--- src/rtl/polaris_bus_arbiter.sv ---
// Two-to-one arbiter merging the Polaris I-fetch and D ports onto one 64-bit master port.
// Optional grant timeout is compiled in with POLARIS_ARB_TMO_EN.
module polaris_bus_arbiter #(
    parameter int TMO_CYCLES = 64
) (
    input  logic        clk_i,
    input  logic        reset_i,
    input  logic [63:0] iadr_i,
    input  logic [1:0]  isiz_i,
    output logic        iack_o,
    output logic [31:0] idat_o,
    input  logic [63:0] dadr_i,
    input  logic [63:0] ddat_i,
    input  logic        dwe_i,
    input  logic        dcyc_i,
    input  logic        dstb_i,
    input  logic [1:0]  dsiz_i,
    input  logic        dsigned_i,
    output logic        dack_o,
    output logic [63:0] ddat_o,
    output logic [63:0] madr_o,
    output logic [63:0] mdat_o,
    output logic        mwe_o,
    output logic        mcyc_o,
    output logic        mstb_o,
    output logic [1:0]  msiz_o,
    output logic        msigned_o,
    input  logic        mack_i,
    input  logic [63:0] mdat_i,
    output logic        merr_o,
    output logic        gnt_d_o
);

    typedef enum logic [1:0] {IDLE, GNT_I, GNT_D} state_t;

    state_t      r_state;
    logic        r_last_d;
    logic        w_ireq;
    logic        w_dreq;
    logic        w_pick_d;
    logic        w_gnt;
    logic        w_tmo;
    logic        w_done;
    logic [63:0] w_rdata;

    assign w_ireq   = (isiz_i != 2'b00);
    assign w_dreq   = dcyc_i & dstb_i;
    assign w_pick_d = w_dreq & (~w_ireq | ~r_last_d);
    assign w_gnt    = (r_state != IDLE);

`ifdef POLARIS_ARB_TMO_EN
    localparam logic [7:0] TMO_LAST = 8'(TMO_CYCLES - 1);

    logic [7:0] r_tmo_cnt;

    always_ff @(posedge clk_i or posedge reset_i) begin
        if (reset_i) begin
            r_tmo_cnt <= 8'd0;
        end else if (!w_gnt) begin
            r_tmo_cnt <= 8'd0;
        end else if (!mack_i) begin
            r_tmo_cnt <= r_tmo_cnt + 8'd1;
        end
    end

    assign w_tmo = w_gnt & ~mack_i & (r_tmo_cnt == TMO_LAST);
`else
    // TMO_CYCLES has no effect without the timeout
    assign w_tmo = 1'b0 & (TMO_CYCLES > 0);
`endif

    assign w_done = w_gnt & (mack_i | w_tmo);

    always_ff @(posedge clk_i or posedge reset_i) begin
        if (reset_i) begin
            r_state   <= IDLE;
            r_last_d  <= 1'b0;
            madr_o    <= 64'd0;
            mdat_o    <= 64'd0;
            mwe_o     <= 1'b0;
            mcyc_o    <= 1'b0;
            mstb_o    <= 1'b0;
            msiz_o    <= 2'b00;
            msigned_o <= 1'b0;
            gnt_d_o   <= 1'b0;
        end else begin
            case (r_state)
                IDLE: begin
                    if (w_ireq | w_dreq) begin
                        r_last_d <= w_pick_d;
                        mcyc_o   <= 1'b1;
                        mstb_o   <= 1'b1;
                        if (w_pick_d) begin
                            r_state   <= GNT_D;
                            gnt_d_o   <= 1'b1;
                            madr_o    <= dadr_i;
                            mdat_o    <= ddat_i;
                            mwe_o     <= dwe_i;
                            msiz_o    <= dsiz_i;
                            msigned_o <= dsigned_i;
                        end else begin
                            r_state   <= GNT_I;
                            gnt_d_o   <= 1'b0;
                            madr_o    <= iadr_i;
                            mdat_o    <= 64'd0;
                            mwe_o     <= 1'b0;
                            msiz_o    <= isiz_i;
                            msigned_o <= 1'b0;
                        end
                    end
                end
                default: begin
                    // address/data registers deliberately hold after completion
                    if (w_done) begin
                        r_state <= IDLE;
                        mcyc_o  <= 1'b0;
                        mstb_o  <= 1'b0;
                        gnt_d_o <= 1'b0;
                    end
                end
            endcase
        end
    end

    assign iack_o  = (r_state == GNT_I) & w_done;
    assign dack_o  = (r_state == GNT_D) & w_done;
    assign merr_o  = w_tmo;
    assign w_rdata = w_tmo ? 64'd0 : mdat_i;
    assign ddat_o  = dack_o ? w_rdata : 64'd0;
    assign idat_o  = iack_o ? (madr_o[2] ? w_rdata[63:32] : w_rdata[31:0]) : 32'd0;

endmodule

--- config.mk ---
export PLATFORM = sky130hd
export DESIGN_NAME = polaris_bus_arbiter
export DESIGN_NICKNAME = d
export VERILOG_FILES = /design/src/rtl/polaris_bus_arbiter.sv
export SDC_FILE = /design/constraint.sdc
export NUM_CORES = 1
export LEC_CHECK = 0
export ABC_AREA = 1
export CELL_PAD_IN_SITES_DETAIL_PLACEMENT = 0
export CELL_PAD_IN_SITES_GLOBAL_PLACEMENT = 2
export CORE_MARGIN = 1.5
export CORE_UTILIZATION = 19
export DETAILED_ROUTE_END_ITERATION = 8
export GPL_TIMING_DRIVEN = 0
export PLACE_DENSITY = 0.95
export SYNTH_ARGS = -nofsm -noshare
export SYNTH_HDL_FRONTEND = slang
export SYNTH_SLANG_ARGS = --single-unit
--- constraint.sdc ---
create_clock -name clk_i -period 11.1 [get_ports clk_i]
set_input_delay 2.22 -clock clk_i [delete_from_list [all_inputs] [get_ports clk_i]]
set_output_delay 2.22 -clock clk_i [all_outputs]
set_load 0.01 [all_outputs]
==> results_tabular.tex <==
\begin{tabular}{lr}
\hline
Metric & Value \\
\hline
\multicolumn{2}{l}{\textbf{Run status}} \\
\quad Outcome & finished clean \\
\multicolumn{2}{l}{\textbf{STA}} \\
\quad Final number of hold-violating endpoints & 0 \\
\quad Max frequency & about 150 MHz \\
\quad Clock skew & 7.22 ps \\
\quad Setup total negative slack & 0 ps \\
\quad RSZ-0062 raised after global routing & false \\
\quad Max-slew headroom at the worst pin & 0.587 \\
\quad Final count of pins violating max slew & 0 \\
\quad Worst slew pin tran & roughly 620 ps \\
\quad Post-layout min period & between 6000 and 7000 ps \\
\quad Final cycle utilization of the critical path & 0.600 \\
\quad Count of endpoints failing setup in the final report & 0 \\
\multicolumn{2}{l}{\textbf{Finish}} \\
\quad Area added between synthesis and finish & 82.8\% \\
\quad Fill cell total of the finished layout & 4264 \\
\quad Fraction of layout cells with a size suffix above 1 & 0.0457 \\
\quad Number of nets at the end of the flow & between 1500 and 2000 \\
\quad Final standard cell area without fillers & 13900 um\^{}2 \\
\multicolumn{2}{l}{\textbf{CTS}} \\
\quad Clock transition at the register clock pins on the worst setup and hold paths after CTS & 60 ps \\
\quad Clock sink total & approximately 140 \\
\quad Source-to-sink clock delay at the later pin of the worst-skew pair & around 420 ps \\
\quad Hold buffer count at CTS & 0 \\
\quad Cell chosen for the clock root & sky130\_fd\_sc\_hd\_\_clkbuf\_16 \\
\quad H-tree levels & 4 \\
\quad Post-cts repair resize count & 0 \\
\quad Post CTS Setup Buffer Count & 0 \\
\quad Inserted Clock Buffers & 17 \\
\quad CTS tree & built \\
\quad Buffers from clock root to sink, at most & 2 \\
\multicolumn{2}{l}{\textbf{Floorplanning}} \\
\quad I/O pin cnt & 501 \\
\quad Effective utilization at floorplan & 0.192 \\
\quad Die height & a little over 200 um \\
\quad Chip Width & roughly 200 um \\
\quad Core area & just under 40000 um\^{}2 \\
\quad Count of standard-cell rows & 73 \\
\quad Area enclosed by the die boundary & between 40000 and 50000 um\^{}2 \\
\multicolumn{2}{l}{\textbf{Logic synthesis}} \\
\quad Post-Synthesis Cells & between 1000 and 1500 \\
\quad EDFF count, synth & 0 \\
\quad Area share of the largest cell type after synthesis & 0.448 \\
\quad Syn nets & about 1400 \\
\quad Cell area after synthesis & 7590 um\^{}2 \\
\quad Count of distinct cell types in the synthesized netlist & 17 \\
\quad Post-synth top flop & sky130\_fd\_sc\_hd\_\_dfrtp\_1 \\
\quad Post-synthesis sequential element count & roughly 140 \\
\quad Cell types with the largest area share after synthesis & sky130\_fd\_sc\_hd\_\_dfrtp\_1 (45\%), sky130\_fd\_sc\_hd\_\_nand2\_1 (20\%), sky130\_fd\_sc\_hd\_\_nand3\_1 (13\%) \\
\quad Most numerous cell in the Yosys netlist & sky130\_fd\_sc\_hd\_\_nand2\_1 \\
\quad Mean cell area of the mapped netlist & around 6.6 um\^{}2 \\
\quad Top cells by instance count after synthesis & sky130\_fd\_sc\_hd\_\_nand2\_1 (402), sky130\_fd\_sc\_hd\_\_inv\_1 (231), sky130\_fd\_sc\_hd\_\_nand3\_1 (198) \\
\quad Proportion of synthesized flip-flops having asynchronous set or reset & 1.00 \\
\quad Largest area contributor in the synthesized netlist & sky130\_fd\_sc\_hd\_\_dfrtp\_1 \\
\quad Warnings from Yosys & 0 \\
\quad Portion of the post-synthesis area used by sequential elements & 0.448 \\
\multicolumn{2}{l}{\textbf{Placement}} \\
\quad \# port buffers & $\sim$500 \\
\quad Final weighted congestion in routability-driven placement & $\sim$0.90 \\
\quad DP HPWL & between 20000 and 30000 um \\
\quad Placement Cell Area & between 10000 and 15000 um\^{}2 \\
\multicolumn{2}{l}{\textbf{Setup path}} \\
\quad Total buffers and inverters traversed by the critical path & 5 \\
\quad Crit. End Element & output pin \\
\quad Family with the most delay on the worst path & buffers and inverters \\
\quad Setup Crit Path Kind & input port to output pin \\
\quad Cell Chain, Critical Path & clkdlybuf4s50\_1 > inv\_1 > nor3\_1 > inv\_2 > clkbuf\_1 > nor2\_1 > clkdlybuf4s50\_1 \\
\quad WP data arrival & 4440 ps \\
\quad Max Fanout on Critical Path & 10 \\
\quad Worst path max stage delay & between 600 and 700 ps \\
\quad Type of element launching the critical path & input port \\
\quad Data required time at the worst endpoint & between 8000 and 9000 ps \\
\quad Critical path's most frequent cell & sky130\_fd\_sc\_hd\_\_clkdlybuf4s50\_1 \\
\quad Critical Path Slowest Stage Cell & sky130\_fd\_sc\_hd\_\_clkdlybuf4s50\_1 \\
\multicolumn{2}{l}{\textbf{Global routing}} \\
\quad Antenna violations before repair & 6 \\
\quad GRT Residual Overflow & 0 \\
\quad All-Layer GR Usage & 0.170 \\
\quad Vias in the first global route & 9243 \\
\quad First-pass GRT wire length & approximately 54000 um \\
\quad Maximum number of pins on one net before global-route repair & 85 \\
\multicolumn{2}{l}{\textbf{Drt}} \\
\quad Total number of vias & about 9000 \\
\quad Post-DR vias/cell & around 4 \\
\quad Detailed router's first-iteration violation count & approximately 560 \\
\quad Drt wl/cell & roughly 16 um \\
\quad Total wirelength of the detailed-routed design & 35800 um \\
\quad Count of antenna-violating nets left after detailed routing & 0 \\
\quad Iteration count of the initial detailed-routing pass & 5 \\
\quad Drt drc & 0 \\
\multicolumn{2}{l}{\textbf{Hold path}} \\
\quad Worst hold path type & flop to flop \\
\multicolumn{2}{l}{\textbf{Power and ir drop}} \\
\quad Static leakage & about 7.2 nW \\
\quad Power density relative to cell area & between 200 and 250 nW/um\^{}2 \\
\quad IR drop worst, VDD & between 0.00009 and 0.0001 V \\
\multicolumn{2}{l}{\textbf{Job}} \\
\quad Max-cap check violation count & 0 \\
\hline
\end{tabular}
==> layer usage <==
metal / vias to the layer above / routed length, um / global-route usage
li1: 4460 / - / -
met4: 2 / 840 / 0.0577
met3: 41 / 2660 / 0.0465
met2: 352 / 18300 / 0.309
met5: - / 13 / 0
met1: 4190 / 14000 / 0.189
==> layout by cell type (no fill, tap or decap) <==
| cell type | n |
|---|---|
| sky130_fd_sc_hd__clkdlybuf4s50_1 | 499 |
| sky130_fd_sc_hd__nand2_1 | 402 |
| sky130_fd_sc_hd__inv_1 | 230 |
| sky130_fd_sc_hd__nand3_1 | 198 |
| sky130_fd_sc_hd__dfrtp_1 | 136 |
| sky130_fd_sc_hd__nor2_1 | 66 |
| sky130_fd_sc_hd__o21ai_0 | 35 |
| sky130_fd_sc_hd__clkbuf_1 | 30 |
| sky130_fd_sc_hd__buf_2 | 28 |
| sky130_fd_sc_hd__clkbuf_16 | 17 |
| sky130_fd_sc_hd__buf_4 | 9 |
| sky130_fd_sc_hd__buf_1 | 7 |
| sky130_fd_sc_hd__inv_6 | 5 |
| sky130_fd_sc_hd__diode_2 | 4 |
| sky130_fd_sc_hd__inv_2 | 4 |
| sky130_fd_sc_hd__clkinv_2 | 3 |
| sky130_fd_sc_hd__bufinv_16 | 2 |
| sky130_fd_sc_hd__clkinv_4 | 2 |
| sky130_fd_sc_hd__clkinvlp_4 | 2 |
| sky130_fd_sc_hd__inv_8 | 2 |
| sky130_fd_sc_hd__o21ai_1 | 1 |
| sky130_fd_sc_hd__nor2_2 | 1 |
| sky130_fd_sc_hd__o21ai_2 | 1 |
| sky130_fd_sc_hd__a21boi_1 | 1 |
| sky130_fd_sc_hd__nor3_1 | 1 |
| sky130_fd_sc_hd__conb_1 | 1 |
| sky130_fd_sc_hd__buf_16 | 1 |
==> cells by family after synthesis <==
group	Yosys count	share of synthesized area
compound gates	38	0.0259
buf+inv	309	0.162
flops	136	0.448
other cells	1	0.000494
simple gates	668	0.363
==> area by class of cell <==
cell class	count	area (um^2)	area share
well taps	525	657	0.0473
diodes	4	10.0	0.000721
clock buffers	17	425	0.0307
repair buffers	500	5020	0.362
flip-flops and latches	136	3400	0.245
plain buffers	74	347	0.0250
multi-input cells	707	2960	0.213
clock inverters	15	165	0.0119
inverters	235	887	0.0639
==> where the power goes <==
part / total (mW) / internal (mW) / leakage (nW) / switching (mW)
registers: 0.836 / 0.710 / 1.74 / 0.126
clock network: 0.591 / 0.337 / 0.288 / 0.254
logic: 1.51 / 0.714 / 5.15 / 0.795
==> stage by stage <==
step                      cells   util  total power [mW]  hold slack [ps]  setup slack [ps]
after floorplan            1152      -              1.48              439              5240
after global placement     2176  0.335              2.36              462              2660
after detailed placement   2177  0.336              2.37              464              4390
after CTS                  2209  0.351              2.98              482              4390
after global routing       2211  0.351              3.14              494              4300
final                      2213  0.351              2.94              478              4440
==> registers in the layout, summed over array words and instances, names as in the netlist <==
signal     flops
mstb_o         1
msiz_o         2
mdat_o        64
madr_o        64
mwe_o          1
r_state        1
gnt_d_o        1
r_last_d       1
msigned_o      1
==> worst reg2reg max path, delay by kind of cell (launching register included) <==
kind            cells  cell delay (ps)
simple gates        3              660
compound gates      1              340
flops               1              420
buf+inv             2              520
==> final timing paths <==
kind | start | endpoint | slack [ps] | cells past startpoint
max | mack_i | ddat_o[33] | 4440 | 7
min in group asynchronous | reset_i | madr_o[48]$_DFFE_PP0P_ | 2200 | 2
min reg2reg | mdat_o[46]$_DFFE_PP0P_ | mdat_o[46]$_DFFE_PP0P_ | 480 | 2
max in group asynchronous | reset_i | mdat_o[2]$_DFFE_PP0P_ | 8070 | 3
min | mdat_o[46]$_DFFE_PP0P_ | mdat_o[46]$_DFFE_PP0P_ | 480 | 2
max reg2reg | gnt_d_o$_DFFE_PP0P_ | madr_o[2]$_DFFE_PP0P_ | 9040 | 6
(Power assumes the default switching activity.)
